--- src/rtl/instruction_fetch_stage_pkg.sv ---
// Shared constants and types for the instruction fetch stage.
// Defaults for the top-level parameters and the hold-buffer state encoding.
package instruction_fetch_stage_pkg;

  localparam int          XLEN     = 32;
  localparam logic [31:0] PC_RESET = 32'h0000_0000;
  localparam int          PC_INC   = 4;
  localparam logic [31:0] NOP      = 32'h0000_0013;

  typedef enum logic {
    LIVE = 1'b0,
    HELD = 1'b1
  } hold_state_t;

endpackage

--- src/rtl/if_id_hold_buffer.sv ---
// One-entry hold buffer that keeps the ID-stage instruction stable across stalls.
// state | meaning
// LIVE  | ID sees imem_rdata directly (hold_valid=0)
// HELD  | ID sees the word captured on the first stall cycle (hold_valid=1)
module if_id_hold_buffer
  import instruction_fetch_stage_pkg::*;
#(
  parameter int WIDTH = XLEN
) (
  input  logic             clk,
  input  logic             arst,
  input  logic             load_id,
  input  logic [WIDTH-1:0] imem_rdata,
  output logic [WIDTH-1:0] instruction
);

  hold_state_t      state_q, state_d;
  logic             capture;
  logic [WIDTH-1:0] hold_instr;

  always_ff @(posedge clk or posedge arst) begin
    if (arst) begin
      state_q    <= LIVE;
      hold_instr <= '0;
    end else begin
      state_q <= state_d;
      if (capture) hold_instr <= imem_rdata;
    end
  end

  // Capture only on the LIVE->HELD transition so a long stall keeps the first word.
  always_comb begin
    state_d = state_q;
    capture = 1'b0;
    case (state_q)
      LIVE: begin
        if (!load_id) begin
          state_d = HELD;
          capture = 1'b1;
        end
      end
      HELD: begin
        if (load_id) state_d = LIVE;
      end
      default: state_d = LIVE;
    endcase
  end

  assign instruction = (state_q == HELD) ? hold_instr : imem_rdata;

endmodule

--- src/rtl/instruction_fetch_stage.sv ---
// Fetch stage: PC register, next-PC selection and the IF/ID pipeline register.
// A taken branch redirects the PC and injects exactly one bubble into ID.
module instruction_fetch_stage #(
  parameter int                XLEN     = instruction_fetch_stage_pkg::XLEN,
  parameter logic [XLEN-1:0]   PC_RESET = instruction_fetch_stage_pkg::PC_RESET,
  parameter int                PC_INC   = instruction_fetch_stage_pkg::PC_INC
) (
  input  logic            clk,
  input  logic            arst,
  input  logic            pc_write,
  input  logic            enable__IF_ID,
  input  logic            branch_taken,
  input  logic [XLEN-1:0] branch_target,
  output logic [XLEN-1:0] imem_addr,
  input  logic [XLEN-1:0] imem_rdata,
  output logic [XLEN-1:0] PC__IF_ID,
  output logic [XLEN-1:0] instruction__IF_ID,
  output logic            valid__IF_ID
);

  logic [XLEN-1:0] pc_q, pc_d;
  logic            load_id;

  // The branch is older than any stalled instruction, so it beats pc_write=0.
  always_comb begin
    pc_d = pc_q;
    if (branch_taken)  pc_d = branch_target;
    else if (pc_write) pc_d = pc_q + XLEN'(PC_INC);
  end

  always_ff @(posedge clk or posedge arst) begin
    if (arst) pc_q <= PC_RESET;
    else      pc_q <= pc_d;
  end

  assign imem_addr = pc_q;
  assign load_id   = branch_taken | enable__IF_ID;

  always_ff @(posedge clk or posedge arst) begin
    if (arst) begin
      PC__IF_ID    <= '0;
      valid__IF_ID <= 1'b0;
    end else if (load_id) begin
      PC__IF_ID    <= pc_q;
      valid__IF_ID <= ~branch_taken;
    end
  end

  if_id_hold_buffer #(
    .WIDTH(XLEN)
  ) u_hold (
    .clk        (clk),
    .arst       (arst),
    .load_id    (load_id),
    .imem_rdata (imem_rdata),
    .instruction(instruction__IF_ID)
  );

endmodule

--- config.mk ---
export PLATFORM = sky130hd
export DESIGN_NAME = instruction_fetch_stage
export DESIGN_NICKNAME = d
export VERILOG_FILES = /design/src/rtl/instruction_fetch_stage_pkg.sv /design/src/rtl/if_id_hold_buffer.sv /design/src/rtl/instruction_fetch_stage.sv
export SDC_FILE = /design/constraint.sdc
export NUM_CORES = 1
export LEC_CHECK = 0
export CAP_MARGIN = 20
export CORE_ASPECT_RATIO = 1.75
export CORE_MARGIN = 2
export CORE_UTILIZATION = 41
export DETAILED_ROUTE_END_ITERATION = 10
export PLACE_DENSITY = 0.87
export SYNTH_ARGS = -nofsm -noshare
export SYNTH_HDL_FRONTEND = slang
export SYNTH_SLANG_ARGS = --single-unit
--- constraint.sdc ---
create_clock -name clk -period 3.7 [get_ports clk]
set_input_delay 0.925 -clock clk [delete_from_list [all_inputs] [get_ports clk]]
set_output_delay 0.925 -clock clk [all_outputs]
set_load 0.01 [all_outputs]
==> results of run 1 <==
synth_stat cells:
| cell | number | area share |
|---|---|---|
| buf_4 | 5 | 0.0080 |
| o31ai_1 | 10 | 0.016 |
| mux2_1 | 67 | 0.16 |
| xnor2_1 | 5 | 0.0093 |
| nor3_1 | 1 | 0.0011 |
| inv_1 | 4 | 0.0032 |
| o211ai_1 | 3 | 0.0048 |
| buf_1 | 3 | 0.0024 |
| and3_1 | 6 | 0.0080 |
| o21ai_1 | 13 | 0.014 |
| a31oi_1 | 13 | 0.017 |
| nand4_4 | 2 | 0.0091 |
| nor2_1 | 20 | 0.016 |
| ha_1 | 1 | 0.0027 |
| clkbuf_1 | 10 | 0.0080 |
| mux2i_1 | 1 | 0.0021 |
| xor2_1 | 7 | 0.013 |
| nand2_1 | 26 | 0.021 |
| o21ai_0 | 4 | 0.0043 |
| and4_1 | 5 | 0.0093 |
| mux2_2 | 30 | 0.072 |
| nand3_1 | 12 | 0.013 |
| o311ai_1 | 1 | 0.0019 |
| dfrtp_1 | 98 | 0.52 |
| or3_1 | 3 | 0.0040 |
| and2_1 | 2 | 0.0027 |
| buf_6 | 1 | 0.0024 |
| clkbuf_2 | 1 | 0.0011 |
| buf_2 | 8 | 0.0085 |
| or4_1 | 13 | 0.021 |
| nand4_1 | 16 | 0.021 |
worst paths after layout:
check	start	end	slack, ps	cells past startpoint
min in group asynchronous	arst	u_hold.hold_instr[1]	1010	2
worst min-delay path	u_hold.hold_instr[28]	u_hold.hold_instr[28]	480	1
worst max register to register	imem_addr[6]	imem_addr[29]	1370	4
max in group asynchronous	arst	PC__IF_ID[12]	1830	3
worst max-delay path	pc_write	imem_addr[29]	590	5
worst min register to register	u_hold.hold_instr[28]	u_hold.hold_instr[28]	480	1
power by group:
group	switching, uW	total, uW	internal [uW]
Combinational	260	655	395
Clock	405	935	529
Sequential	116	1330	1210
Total	782	2920	2140
layout make-up:
cell class | count | area (um^2)
clock inverter | 6 | 73.8
clock buffer | 9 | 225
multi-input combinational | 261 | 2100
inverter | 4 | 17.5
sequential | 98 | 2450
timing repair buffer | 173 | 1720
fill | 883 | 4410
tap | 132 | 165
flip-flops by register name, indices dropped and copies added, names as in the netlist:
register,flops
valid__IF_ID,1
PC__IF_ID,32
u_hold.state_q,1
imem_addr,32
u_hold.hold_instr,32
metal layers:
metal,vias up,track usage,wire [um]
met5,-,0,0
met3,23,0.0380,708
met1,1842,0.235,4760
met2,154,0.380,6890
li1,1737,-,-
met4,0,0.0786,293
metrics by stage:
stage               hold WS, ps  instance area [um^2]  setup slack, ps  cells
finish                      484                  6750              593    683
floorplan                   452                  4690              213    391
detailed placement          475                  6450              267    668
global placement            464                  6450              396    668
global route                502                  6750              464    683
CTS                         489                  6750              614    683
cell families after synthesis:
family | share of synthesized area
AND/OR/NAND/NOR | 0.126
AO/OA/AOI/OAI | 0.0581
buffers and inverters | 0.0336
multiplexers | 0.235
XOR/XNOR | 0.0224
flip-flops | 0.523
adder cells (fa/ha/maj) | 0.00267
==> metrics.cfg, run 1 <==
[status]
status = finished clean

[detailed_routing]
drtIter0Drc = 199
routed_via_density = 5.50
drtAntennaViolNets = 0
route.detailed.wl_per_inst_um = 18.5
first_pass_iters = 4
drc = 0
finalWirelength_mm = 12.6
vias = 3756

[sta]
timing.fmax_mhz = 322
drv_slew = 0
finClkSkew_ps = 8.24
rsz0062_at_grt = false
relSlewSlack = 0.511
post-route-min-period_ps = 3110
period_share = 0.840
hold_violations = 0
worst_pin_slew_ps = 732
tns_ps = 0
setup_violations = 0

[cells_and_area]
area_growth_pct = 43.9
final_common_cell = clkdlybuf4s50_1
diodes = 0
nNetsFinal = 617
layout-drive-gt1-share = 0.105
finish.utilization = 0.605
final_cell_mix = clkdlybuf4s50_1 (165), dfrtp_1 (98), mux2_1 (67)

[clock_tree]
postCtsSetupRepairBufs = 0
clk_latency_ps = 340
numCtsBuffers = 9
cts_resized = 0
cts_num_sinks = 98
ctsHoldBuffers = 0
clockBufferDepth = 2
cts_tree = done
path_clk_slew_ps = 60
cts_root_buffer = clkbuf_16
htreeDepth = 3

[critical_path]
cp_top_family = simple AND/OR/NAND/NOR gates
start_kind = input port
cp_slowest_cell = clkdlybuf4s50_1
arrival_ps = 3360
worstSetupPathType = in2reg
cp_cell_sequence = clkdlybuf4s50_1 > and4_1 > nand4_1 > or4_1 > a31oi_1
slowest_delay_ps = 640
required_ps = 3960
cp.buffers_inverters = 1
cp-end-kind = flop
cp_max_fo = 12

[global_routing]
antenna_found_initial = 0
grt_pass1_wl_mm = 20.5
gr-total-overflow = 0
grt_pass1_vias = 3897
grt_max_degree = 52
grt_usage = 0.208

[synthesis]
ys_seq_area_frac = 0.523
syn_inst = 391
synthesis.nets = 461
synth-seq-cells = 98
yosysWarnings = 0
synth_area_mm2 = 0.00469
synth_area_per_cell_um2 = 12.0
synth_cell_types = 31

[floorplanning]
fp.coreArea_mm2 = 0.0112
dieArea_mm2 = 0.0124
rows = 51
dieWidth_um = 84.9
start_util = 0.420
die_h_um = 146
ioPinCount = 166

[job]
max_cap_violations = 0

[place]
numPortBuffers = 165
place_congestion = 0.798
dp_hpwl_mm = 9.47

[pwr]
leakagePower_uw = 0.00267
power_uw = 2920
pwr_density_cell_mw_per_mm2 = 432
vdd_drop_max_uv = 312

[min_path]
worstHoldPathType = reg2reg

(Power assumes the default switching activity.)
==> run 2: changes to the inputs <==
--- a/config.mk
+++ b/config.mk
@@ -8,9 +8,9 @@
 export CAP_MARGIN = 20
 export CORE_ASPECT_RATIO = 1.75
 export CORE_MARGIN = 2
-export CORE_UTILIZATION = 41
+export CORE_UTILIZATION = 45
 export DETAILED_ROUTE_END_ITERATION = 10
-export PLACE_DENSITY = 0.87
+export PLACE_DENSITY = 0.9
 export SYNTH_ARGS = -nofsm -noshare
 export SYNTH_HDL_FRONTEND = slang
 export SYNTH_SLANG_ARGS = --single-unit
==> constraint.sdc (replaced) <==
create_clock -name clk -period 3 [get_ports clk]
set_input_delay 0.75 -clock clk [delete_from_list [all_inputs] [get_ports clk]]
set_output_delay 0.75 -clock clk [all_outputs]
set_load 0.01 [all_outputs]
==> metrics.cfg, run 2 (synthesized netlist as in run 1, its figures left out) <==
[cells_and_area]
nNetsFinal = 620  ; +0.49%
diodes = 0  ; unchanged
nFillCells = 767  ; -13%
final_cell_mix = clkdlybuf4s50_1 (165), dfrtp_1 (98), mux2_1 (67)
final_common_cell = clkdlybuf4s50_1
layout-drive-gt1-share = 0.112  ; +0.00645
area_growth_pct = 43.9  ; about the same

[pwr]
vdd_drop_max_uv = 379  ; +22%
internal_power_uw = 2550  ; +19%
pwr-share-seq = 0.464  ; +0.009
p_clk_frac = 0.308  ; -0.012
pwr_density_cell_mw_per_mm2 = 523  ; +21%
leakagePower_uw = 0.00266  ; about the same
sw_frac_of_total = 0.278  ; +0.0100
p_comb_frac = 0.228  ; +0.004
p_sw_uw = 982  ; +26%

[min_path]
worstHoldPathType = reg2reg
hold-path-endpoint = u_hold.hold_instr[27]
min_from = u_hold.hold_instr[27]
whs_path_depth = 1  ; unchanged

[clock_tree]
numCtsBuffers = 9  ; unchanged
postCtsSetupRepairBufs = 0  ; unchanged
cts_resized = 0  ; unchanged
cts_root_buffer = clkbuf_16
cts_num_sinks = 98  ; unchanged
clockBufferDepth = 2  ; unchanged
htreeDepth = 3  ; unchanged
cts_tree = done
path_clk_slew_ps = 70  ; about the same
ctsHoldBuffers = 0  ; unchanged
clk_latency_ps = 350  ; about the same

[floorplanning]
rows = 49  ; -3.9%
fp.coreArea_mm2 = 0.0102  ; -8.3%
die_h_um = 139  ; -4.4%
start_util = 0.458  ; +0.0381
ioPinCount = 166  ; unchanged
dieArea_mm2 = 0.0113  ; -8.6%
dieWidth_um = 81.2  ; -4.3%

[sta]
hold_violations = 0  ; unchanged
rsz0062_at_grt = false
period_share = 0.916
timing.fmax_mhz = 364
drv_slew = 0  ; unchanged
whs_ps = 487  ; +3.67 ps
tns_ps = 0  ; unchanged
relSlewSlack = 0.657  ; +0.146
worst_pin_slew_ps = 514  ; -218 ps
finClkSkew_ps = 6.21  ; -2.03 ps
post-route-min-period_ps = 2750
setup_violations = 0  ; unchanged

[detailed_routing]
vias = 3767  ; +0.29%
drtIter0Drc = 194  ; -2.5%
routed_via_density = 5.52  ; +0.44%
finalWirelength_mm = 12.3  ; -2.8%
drtAntennaViolNets = 0  ; unchanged
route.detailed.wl_per_inst_um = 18.0  ; -2.6%
drc = 0  ; unchanged
first_pass_iters = 5  ; +1

[place]
dp_hpwl_mm = 9.03  ; -4.6%
numPortBuffers = 165  ; unchanged
place_congestion = 0.809  ; +1.3%

[critical_path]
r2r_end = imem_addr[26]
ff2ff_path_depth = 5  ; +1
start_kind = input port
crit_start = imem_rdata[31]
r2r_slack_ps = 900  ; -470 ps
reg2reg_from = imem_addr[2]
cp-end-kind = output pin
worstSetupPathType = in2out
arrival_ps = 2000  ; -1360 ps
required_ps = 2250  ; -1710 ps
cp_max_fo = 2  ; -10

[status]
status = finished clean

[global_routing]
antenna_found_initial = 0  ; unchanged
grt_max_degree = 99  ; +90%
grt_pass1_wl_mm = 19.5  ; -4.6%
gr-total-overflow = 0  ; unchanged
grt_usage = 0.226  ; +0.0185
grt_pass1_vias = 3914  ; +0.44%

[job]
max_cap_violations = 0  ; unchanged

==> run 2: cell count changes in the layout (fill, tap and decap cells not counted) <==
| cell | delta |
|---|---|
| buf_4 | +3 |
| bufinv_16 | -1 |
| clkinv_2 | +1 |
| clkinv_4 | +1 |
| clkinvlp_4 | +2 |
| inv_4 | -1 |
| inv_8 | -1 |
==> run 2: per-stage QoR <==
step / cell area [um^2] / worst slack (ps) / power, uW / util / std cells
after floorplan: 4700 / 884 / 1990 / - / 391
after global placement: 6470 / 276 / 2430 / 0.632 / 666
after detailed placement: 6470 / 224 / 2480 / 0.632 / 666
after CTS: 6750 / 245 / 3570 / 0.659 / 682
after global routing: 6750 / 230 / 3700 / 0.659 / 682
final: 6750 / 253 / 3530 / 0.659 / 682
==> run 2: area by class of cell <==
type / count / area [um^2] / area share
inverters: 4 / 18.8 / 0.00278
flip-flops and latches: 98 / 2450 / 0.363
multi-input cells: 261 / 2100 / 0.310
repair buffers: 176 / 1750 / 0.259
well taps: 127 / 159 / 0.0235
clock buffers: 9 / 225 / 0.0334
clock inverters: 7 / 53.8 / 0.00797
==> run 2: worst max-delay path by stage <==
stage | slack, ps | cells after the start | endpoint
5_1_grt | 230 | 3 | instruction__IF_ID[31]
4_1_cts | 240 | 3 | instruction__IF_ID[31]
2_1_floorplan | 880 | 6 | imem_addr[26]
3_5_place_dp | 220 | 6 | imem_addr[31]
3_3_place_gp | 280 | 3 | instruction__IF_ID[31]
6_report | 250 | 3 | instruction__IF_ID[31]
==> run 2: power by group through the flow <==
stage	clock (uW)	sequential [uW]	combinational, uW
2_1_floorplan	0	1660	327
3_3_place_gp	0	1640	789
5_1_grt	1170	1660	869
3_5_place_dp	0	1660	812
4_1_cts	1110	1640	820
6_report	1090	1640	806
==> run 2: routing by layer <==
layer	wire, um	track usage	vias up
met5	0	0	-
met4	438	0.110	0
met3	796	0.0618	32
met1	4410	0.240	1840
li1	-	-	1755
met2	6650	0.400	140
==> run 2: critical path, cell delays in order <==
cell and delay, ps:
clkdlybuf4s50_1 430, mux2_1 300, clkdlybuf4s50_1 520
